**src/rtl/cdb_arbiter_pkg.sv**
```systemverilog
// Shared widths, requester ids and CDB slot layout for the CDB arbiter.
// Latency: n/a (types and constants only).
// Backpressure: n/a.
package cdb_arbiter_pkg;

    localparam int NUM_REQ = 6;
    localparam int NUM_CDB = 2;
    localparam int PR_W    = 7;
    localparam int AR_W    = 5;
    localparam int SRC_W   = 3;

    // Multipliers cannot stall internally, so they are served ahead of round-robin
    // when the priority build option is enabled.
    localparam logic [NUM_REQ-1:0] PRIO_MASK = 6'b001100;

    localparam int REQ_SIM0 = 0;
    localparam int REQ_SIM1 = 1;
    localparam int REQ_MUL0 = 2;
    localparam int REQ_MUL1 = 3;
    localparam int REQ_MEM0 = 4;
    localparam int REQ_MEM1 = 5;

    typedef struct packed {
        logic             valid;
        logic [PR_W-1:0]  pr_tag;
        logic [AR_W-1:0]  ar_tag;
        logic             exception;
        logic [SRC_W-1:0] src;
    } cdb_slot_t;

endpackage

```
**src/rtl/cdb_rr_picker.sv**
```systemverilog
// Circular scan from start_ptr selecting up to slots_avail requesters, one-hot per slot.
// Latency: purely combinational.
// Backpressure: requesters beyond slots_avail are simply not picked this cycle.
module cdb_rr_picker
    import cdb_arbiter_pkg::*;
#(
    parameter int N_REQ = NUM_REQ,
    parameter int N_CDB = NUM_CDB,
    parameter int CNT_W = $clog2(N_CDB + 1)
) (
    input  logic [N_REQ-1:0]            req,
    input  logic [SRC_W-1:0]            start_ptr,
    input  logic [CNT_W-1:0]            slots_avail,
    output logic [N_CDB-1:0][N_REQ-1:0] picks,
    output logic [SRC_W-1:0]            next_ptr
);

    // Walk requesters in circular order; the j-th hit fills pick j, pointer moves past the last hit.
    always_comb begin
        int idx;
        int cnt;
        picks    = '0;
        next_ptr = start_ptr;
        cnt      = 0;
        idx      = 0;
        for (int off = 0; off < N_REQ; off++) begin
            idx = int'(start_ptr) + off;
            if (idx >= N_REQ) begin
                idx = idx - N_REQ;
            end
            if (req[idx] && (cnt < int'(slots_avail)) && (cnt < N_CDB)) begin
                picks[cnt][idx] = 1'b1;
                cnt             = cnt + 1;
                // Wrap is modulo N_REQ, which need not be a power of two.
                next_ptr        = (idx == N_REQ - 1) ? '0 : SRC_W'(idx + 1);
            end
        end
    end

endmodule

```
**src/rtl/cdb_arbiter.sv**
```systemverilog
// Shares N_CDB common-data-bus slots among completing FUs (optional priority pre-pick: CDB_ARB_PRIO_EN).
// Latency: req_grant same cycle (combinational); broadcast on cdb_* one cycle after grant, lasting one cycle.
// Backpressure: ungranted requesters hold req_valid and payload until granted; flush grants nothing.
module cdb_arbiter
    import cdb_arbiter_pkg::*;
#(
    parameter int N_REQ = NUM_REQ,
    parameter int N_CDB = NUM_CDB
) (
    input  logic                   clock,
    input  logic                   reset,
    input  logic                   flush,
    input  logic [N_REQ-1:0]       req_valid,
    input  logic [N_REQ*PR_W-1:0]  req_pr_idx,
    input  logic [N_REQ*AR_W-1:0]  req_ar_idx,
    input  logic [N_REQ-1:0]       req_exception,
    output logic [N_REQ-1:0]       req_grant,
    output logic [N_CDB-1:0]       cdb_valid,
    output logic [N_CDB*PR_W-1:0]  cdb_pr_tag,
    output logic [N_CDB*AR_W-1:0]  cdb_ar_tag,
    output logic [N_CDB-1:0]       cdb_exception,
    output logic [N_CDB*SRC_W-1:0] cdb_src
);

    localparam int CNT_W = $clog2(N_CDB + 1);

    logic [SRC_W-1:0]            rr_ptr;
    logic [SRC_W-1:0]            rr_next;
    logic [N_REQ-1:0]            rr_req;
    logic [CNT_W-1:0]            rr_avail;
    logic [N_CDB-1:0][N_REQ-1:0] rr_pick;
    logic [N_CDB-1:0][N_REQ-1:0] prio_sel;
    logic [CNT_W-1:0]            prio_cnt;
    logic [N_CDB-1:0][N_REQ-1:0] slot_sel;
    cdb_slot_t [N_CDB-1:0]       slot_nxt;
    cdb_slot_t [N_CDB-1:0]       cdb_q;

`ifdef CDB_ARB_PRIO_EN
    // Priority requesters take the lowest slots in ascending index order; the rest go round-robin.
    always_comb begin
        prio_sel = '0;
        prio_cnt = '0;
        for (int i = 0; i < N_REQ; i++) begin
            if (req_valid[i] && PRIO_MASK[i] && (int'(prio_cnt) < N_CDB)) begin
                prio_sel[prio_cnt][i] = 1'b1;
                prio_cnt              = prio_cnt + CNT_W'(1);
            end
        end
        rr_req   = req_valid & ~N_REQ'(PRIO_MASK);
        rr_avail = CNT_W'(N_CDB) - prio_cnt;
    end
`else
    // Pure round-robin over every requester.
    always_comb begin
        prio_sel = '0;
        prio_cnt = '0;
        rr_req   = req_valid;
        rr_avail = CNT_W'(N_CDB);
    end
`endif

    cdb_rr_picker #(
        .N_REQ (N_REQ),
        .N_CDB (N_CDB),
        .CNT_W (CNT_W)
    ) u_picker (
        .req         (rr_req),
        .start_ptr   (rr_ptr),
        .slots_avail (rr_avail),
        .picks       (rr_pick),
        .next_ptr    (rr_next)
    );

    // Slot k holds a priority pick if one exists, otherwise the next round-robin pick.
    always_comb begin
        slot_sel = '0;
        for (int k = 0; k < N_CDB; k++) begin
            if (k < int'(prio_cnt)) begin
                slot_sel[k] = prio_sel[k];
            end else begin
                slot_sel[k] = rr_pick[k - int'(prio_cnt)];
            end
        end
    end

    // Grants are the union of all slot selections, suppressed during flush and reset.
    always_comb begin
        req_grant = '0;
        for (int k = 0; k < N_CDB; k++) begin
            req_grant = req_grant | slot_sel[k];
        end
        if (flush || !reset) begin
            req_grant = '0;
        end
    end

    // Steer each selected requester's payload into its slot; empty slots stay all-zero.
    always_comb begin
        slot_nxt = '0;
        for (int k = 0; k < N_CDB; k++) begin
            slot_nxt[k].valid = |slot_sel[k];
            for (int i = 0; i < N_REQ; i++) begin
                if (slot_sel[k][i]) begin
                    slot_nxt[k].pr_tag    = req_pr_idx[i*PR_W +: PR_W];
                    slot_nxt[k].ar_tag    = req_ar_idx[i*AR_W +: AR_W];
                    slot_nxt[k].exception = req_exception[i];
                    slot_nxt[k].src       = SRC_W'(i);
                end
            end
        end
    end

    // Pointer and broadcast registers; flush clears the bus and freezes the pointer.
    always_ff @(posedge clock or negedge reset) begin
        if (!reset) begin
            rr_ptr <= '0;
            cdb_q  <= '0;
        end else if (flush) begin
            cdb_q  <= '0;
        end else begin
            rr_ptr <= rr_next;
            cdb_q  <= slot_nxt;
        end
    end

    // Flatten the registered slots onto the packed output buses.
    always_comb begin
        cdb_valid     = '0;
        cdb_pr_tag    = '0;
        cdb_ar_tag    = '0;
        cdb_exception = '0;
        cdb_src       = '0;
        for (int k = 0; k < N_CDB; k++) begin
            cdb_valid[k]                = cdb_q[k].valid;
            cdb_pr_tag[k*PR_W +: PR_W]  = cdb_q[k].pr_tag;
            cdb_ar_tag[k*AR_W +: AR_W]  = cdb_q[k].ar_tag;
            cdb_exception[k]            = cdb_q[k].exception;
            cdb_src[k*SRC_W +: SRC_W]   = cdb_q[k].src;
        end
    end

endmodule

```
**config.mk**
```make
export PLATFORM = sky130hd
export DESIGN_NAME = cdb_arbiter
export DESIGN_NICKNAME = d
export VERILOG_FILES = /design/src/rtl/cdb_arbiter_pkg.sv /design/src/rtl/cdb_rr_picker.sv /design/src/rtl/cdb_arbiter.sv
export SDC_FILE = /design/constraint.sdc
export NUM_CORES = 1
export LEC_CHECK = 0
export ABC_AREA = 1
export CORE_MARGIN = 2
export CORE_UTILIZATION = 42
export CTS_CLUSTER_SIZE = 40
export DETAILED_ROUTE_END_ITERATION = 10
export PLACE_DENSITY = 0.77
export SLEW_MARGIN = 20
export SYNTH_ARGS = -nofsm -noshare
export SYNTH_HDL_FRONTEND = slang
export SYNTH_SLANG_ARGS = --single-unit
```
**constraint.sdc**
```tcl
create_clock -name clock -period 7 [get_ports clock]
set_input_delay 0.7 -clock clock [delete_from_list [all_inputs] [get_ports clock]]
set_output_delay 0.7 -clock clock [all_outputs]
set_load 0.05 [all_outputs]
```
==> impl_metrics.yaml, run 1 <==
outcome:
  status: "finished, final reports clean"
die:
  die_area_um2: 13200
  num_rows: 40
  initial_core_util: 0.429
  die_height_um: 115
  fp.coreArea_um2: 12000
  die_x_um: 115
  io_pins: 127
synthesis:
  synth_mux_area_frac: 0
  synth_xor_area_frac: 0.0148
  synth-seq-area-share: 0.180
  synth_seq_cells: 37
  synth_async_sr_flop_share: 1.00
  synth_nets: 970
  synthAdderAreaFrac: 0.0873
  synth_flop_cell: "dfrtp_1"
  synth_compound_area_frac: 0.229
  synth_top_family_by_area: "simple AND/OR/NAND/NOR gates"
  yosysTopAreaCellShare: 0.180
  synthTopCellsByArea: "dfrtp_1, nand2_1, a21oi_1"
  syn_area_um2: 5160
  synth_commonest_cells: "nand2_1, a21oi_1, inv_1"
  synth.largest_area_cell: "dfrtp_1"
  synthCells: 847
  synth_edf_count: 0
  synth.most_common_cell: "nand2_1"
  ys_types: 45
  syn_area_per_cell_um2: 6.09
  synth_simple_gate_area_frac: 0.384
  ys_warn_count: 0
clocking:
  postCtsSetupBuffers: 0
  cts_root_buf: "clkbuf_16"
  cts_buffers: 5
  tritoncts: "yes"
  clkLatencyLatePin_ns: 0.28
  cts_hold_buf: 0
  clock_sinks: 37
  clk_pin_slew_ns: 0.06
  h-tree-depth: 2
  clk_path_buf_depth: 2
detailed_routing:
  wl_um: 18700
  route.detailed.drc: 0
  drt-initial-drc-count: 807
  routed_via_density: 5.58
  firstDrtPassIters: 7
  vias: 6151
  ant_nets: 0
  wire_per_inst_um: 17.0
placed_design:
  gp_congestion: 0.994
  portBuffers: 126
  dp_hpwl_um: 14700
layout:
  antenna_cells: 0
  layout-drive-gt1-share: 0.0994
  fillers: 1191
  syn2layout_area_growth_pct: 29.2
  final_nets: 1078
critical_path:
  path_max_fanout: 15
  crit_buf_inv: 8
  worst_setup_path_end_kind: "output pin"
  cp-start-kind: "flop"
  crit_slowest_cell: "clkdlybuf4s50_1"
  cp_data_arrival_time_ns: 5.81
  crit_required_ns: 6.30
  slowest_delay_ns: 0.84
  crit_family: "buffers and inverters"
  critPathKind: "flop to output pin"
global_routing:
  grt.overflow.total: 0
  antenna_found_initial: 0
  grt_util_all_layers: 0.274
  grt_pass1_vias: 5456
  grt_start_max_net_pins: 39
  grt_pass1_wl_um: 29000
sta:
  hold_viol: 0
  fmax_mhz: 154
  finalCritPeriodShare: 0.930
  setup_viol: 0
  finalSetupTns_ns: 0
  tightest_slew_ns: 0.693
  drv_slew: 0
  grt_setup_unrepaired: "false"
  finalCriticalPeriod_ns: 6.51
  skew_ns: 0.00166
  slew_headroom: 0.537
worst_hold_path:
  hold_path.class: "primary input to asynchronous set/reset pin"
flow_run:
  max_cap_viol_count: 0
[worst reg2reg max path, delay by kind of cell (launching register included)]
family,cells,cell delay [ns]
buffers and inverters,6,0.89
and+or+nand+nor,19,2.74
adders and majority gates,2,0.60
DFF,1,0.55
AOI/OAI and AO/OA,1,0.18
[per-stage QoR]
step,setup slack (ns),instances,util,hold slack [ns],instance area (µm²)
finish,0.489,1103,0.555,0.461,6660
global route,0.182,1103,0.555,0.503,6660
CTS,0.347,1103,0.553,0.479,6650
floorplan,1.19,847,-,0.404,5160
global placement,0.852,1095,0.539,0.722,6470
detailed placement,0.658,1095,0.539,0.732,6470
[sequential cells by signal, indices dropped and copies added (netlist names)]
| register | cells |
|---|---|
| cdb_pr_tag | 14 |
| cdb_exception | 2 |
| cdb_valid | 2 |
| cdb_src | 6 |
| rr_ptr | 3 |
| cdb_ar_tag | 10 |
[path summary, 6_finish.rpt]
check	slack, ns	from	depth (start not counted)	end
worst max-delay path	0.49	rr_ptr[1]$_DFFE_PN0N_	25	req_grant[5]
worst min-delay path	0.46	reset	2	cdb_pr_tag[5]$_DFF_PN0_
worst max register to register	1.94	rr_ptr[1]$_DFFE_PN0N_	28	cdb_ar_tag[7]$_DFF_PN0_
worst min register to register	0.75	rr_ptr[1]$_DFFE_PN0N_	2	rr_ptr[1]$_DFFE_PN0N_
max in group asynchronous	6.21	reset	2	rr_ptr[2]$_DFFE_PN0N_
min in group clock	0.75	rr_ptr[1]$_DFFE_PN0N_	2	rr_ptr[1]$_DFFE_PN0N_
[per-layer routing]
layer  track usage  wire [µm]
met1         0.404       8320
met2         0.427       8110
met3        0.0269       1790
met4        0.0771        508
met5             0          0
[layout make-up]
class | count | area [µm²] | area share
Tap cell | 147 | 184 | 0.0276
Clock buffer | 6 | 139 | 0.0208
Sequential cell | 37 | 926 | 0.139
Inverter | 102 | 383 | 0.0575
Multi-Input combinational cell | 678 | 3700 | 0.555
Clock inverter | 2 | 37.5 | 0.00563
Timing Repair Buffer | 131 | 1290 | 0.194
[logic make-up (layout without fill, tap and decap cells)]
family	after synthesis	after routing
and+or+nand+nor	423	423
AOI/OAI and AO/OA	212	212
buffers and inverters	132	241
xor gates and xnor gates	7	7
DFF	37	37
adders and majority gates	36	36
[cell usage in the layout (no fill, tap or decap), drive strengths merged, types with 2 or more instances in the layout]
cell and n:
o21bai 2, xnor2 4, o21ai 59, clkbuf 6
o21a 2, nand4 8, clkdlybuf4s50 125, nor3 10
inv 102, a21oi 134, nand3 76, a31oi 4
a41oi 3, ha 36, dfrtp 37, xor2 3
nor2 67, nand2 261, a22o 2, o22ai 2
buf 6
[repair_timing]
| item | in CTS | in global routing |
|---|---|---|
| endpoints found under the hold margin | 0 | 0 |
| endpoints found under the setup margin | 0 | 1 |
| resized for setup | 0 | 2 |
Power of run 1 is left out: the tool's default activity adds up to more than one toggle a clock period on the data nets, which glitch-free logic cannot reach.
==> run 2: changes to the inputs <==
--- a/config.mk
+++ b/config.mk
@@ -7,10 +7,10 @@
 export LEC_CHECK = 0
 export ABC_AREA = 1
 export CORE_MARGIN = 2
-export CORE_UTILIZATION = 42
+export CORE_UTILIZATION = 51
 export CTS_CLUSTER_SIZE = 40
 export DETAILED_ROUTE_END_ITERATION = 10
-export PLACE_DENSITY = 0.77
+export PLACE_DENSITY = 0.89
 export SLEW_MARGIN = 20
 export SYNTH_ARGS = -nofsm -noshare
 export SYNTH_HDL_FRONTEND = slang
==> impl_metrics.yaml, run 2 (same netlist as run 1, synthesis figures left out) <==
critical_path:
  critPathKind: "flop to output pin"
  r2r.worst_path.cells: 28
  cp_data_arrival_time_ns: 5.73
  path_max_fanout: 15
  cp-start-kind: "flop"
  crit_family: "buffers and inverters"
  r2r_setup_slack_ns: 2.06
  slowest_delay_ns: 0.84
  worst_setup_path_end_kind: "output pin"
  crit_required_ns: 6.30
  r2r_start: "rr_ptr[1]$_DFFE_PN0N_"
  crit_slowest_cell: "clkdlybuf4s50_1"
  worstReg2RegEnd: "cdb_ar_tag[9]$_DFF_PN0_"
  crit_buf_inv: 8
layout:
  final_nets: 1078
  fillers: 877
  fin_util: 0.669
  register_area_um2: 926
  multi_input_area_um2: 3690
  layout_commonest_cell: "nand2_1"
  final_cell_mix: "nand2_1, a21oi_1, clkdlybuf4s50_1"
  largest_reg_flops: 14
  layout-drive-gt1-share: 0.0983
  syn2layout_area_growth_pct: 26.9
  postLayoutCellArea_um2: 6540
  antenna_cells: 0
global_routing:
  grt_pass1_wl_um: 29500
  grt_start_max_net_pins: 39
  grt.overflow.total: 0
  grt_util_all_layers: 0.332
  antenna_found_initial: 0
  grt_pass1_vias: 5653
clocking:
  clk_pin_slew_ns: 0.07
  h-tree-depth: 2
  tritoncts: "yes"
  cts-resized-gates: 0
  clkLatencyLatePin_ns: 0.29
  clk_path_buf_depth: 2
  cts_buffers: 5
  cts_hold_buf: 0
  clock_sinks: 37
  cts_root_buf: "clkbuf_8"
  postCtsSetupBuffers: 0
sta:
  hold_viol: 0
  setup_viol: 0
  finalCriticalPeriod_ns: 6.43
  timing.final.ws_setup_ns: 0.566
  slew_headroom: 0.457
  drv_slew: 0
  tightest_slew_ns: 0.814
  skew_ns: 0.00423
  grt_setup_unrepaired: "false"
  fmax_mhz: 155
  finalSetupTns_ns: 0
  finalCritPeriodShare: 0.919
die:
  fp.coreArea_um2: 9770
  die_height_um: 105
  io_pins: 127
  die_area_um2: 10900
  initial_core_util: 0.528
  num_rows: 36
  die_x_um: 105
detailed_routing:
  firstDrtPassIters: 6
  routed_via_density: 5.75
  ant_nets: 0
  drt-initial-drc-count: 763
  wire_per_inst_um: 17.0
  route.detailed.drc: 0
  wl_um: 18500
  vias: 6265
outcome:
  status: "finished, final reports clean"
placed_design:
  pre_cts_ws_ns: 0.767
  postPlaceCellArea_um2: 6450
  dp_hpwl_um: 14900
  portBuffers: 126
  gp_congestion: 0.989
worst_hold_path:
  hold_path.class: "primary input to asynchronous set/reset pin"
flow_run:
  max_cap_viol_count: 0
## run 2: cell types whose count changed in the layout (fill, tap and decap cells not counted)
| cell | before | now |
|---|---|---|
| clkbuf_8 | 1 | 5 |
| o21ai_4 | 3 | 2 |
| o21ai_2 | 4 | 5 |
| clkinv_2 | 0 | 2 |
| clkbuf_16 | 5 | 0 |
| bufinv_16 | 1 | 0 |
| clkinvlp_4 | 1 | 0 |
| clkbuf_1 | 0 | 1 |
## run 2: worst max path at each step
stage / from / to / slack (ns) / depth (start not counted)
after floorplan: rr_ptr[0]$_DFFE_PN0P_ / req_grant[4] / 1.19 / 29
after global placement: rr_ptr[1]$_DFFE_PN0N_ / req_grant[5] / 0.92 / 26
after detailed placement: rr_ptr[1]$_DFFE_PN0N_ / req_grant[5] / 0.77 / 25
after CTS: rr_ptr[1]$_DFFE_PN0N_ / req_grant[5] / 0.45 / 25
after global routing: rr_ptr[1]$_DFFE_PN0N_ / req_grant[5] / 0.22 / 25
final: rr_ptr[1]$_DFFE_PN0N_ / req_grant[5] / 0.57 / 25
## run 2: final cells by class
cell class,instances,area share
multi-input cells,678,0.564
well taps,133,0.0254
inverters,102,0.0585
repair buffers,131,0.198
clock inverters,2,0.00153
flip-flops and latches,37,0.141
clock buffers,6,0.0111
## run 2: routing by layer
metal	global-route usage	up-vias	wire, µm
met2	0.544	413	8450
met5	0	-	0
met4	0.0994	0	410
met1	0.450	2810	7730
met3	0.0512	42	1940
li1	-	3000	-
## run 2: through the flow
stage               hold WS (ns)  cells
global route               0.574   1089
floorplan                  0.404    847
CTS                        0.517   1089
detailed placement         0.718   1081
finish                     0.502   1089
global placement           0.728   1081
Power of run 2 is left out for the same reason.
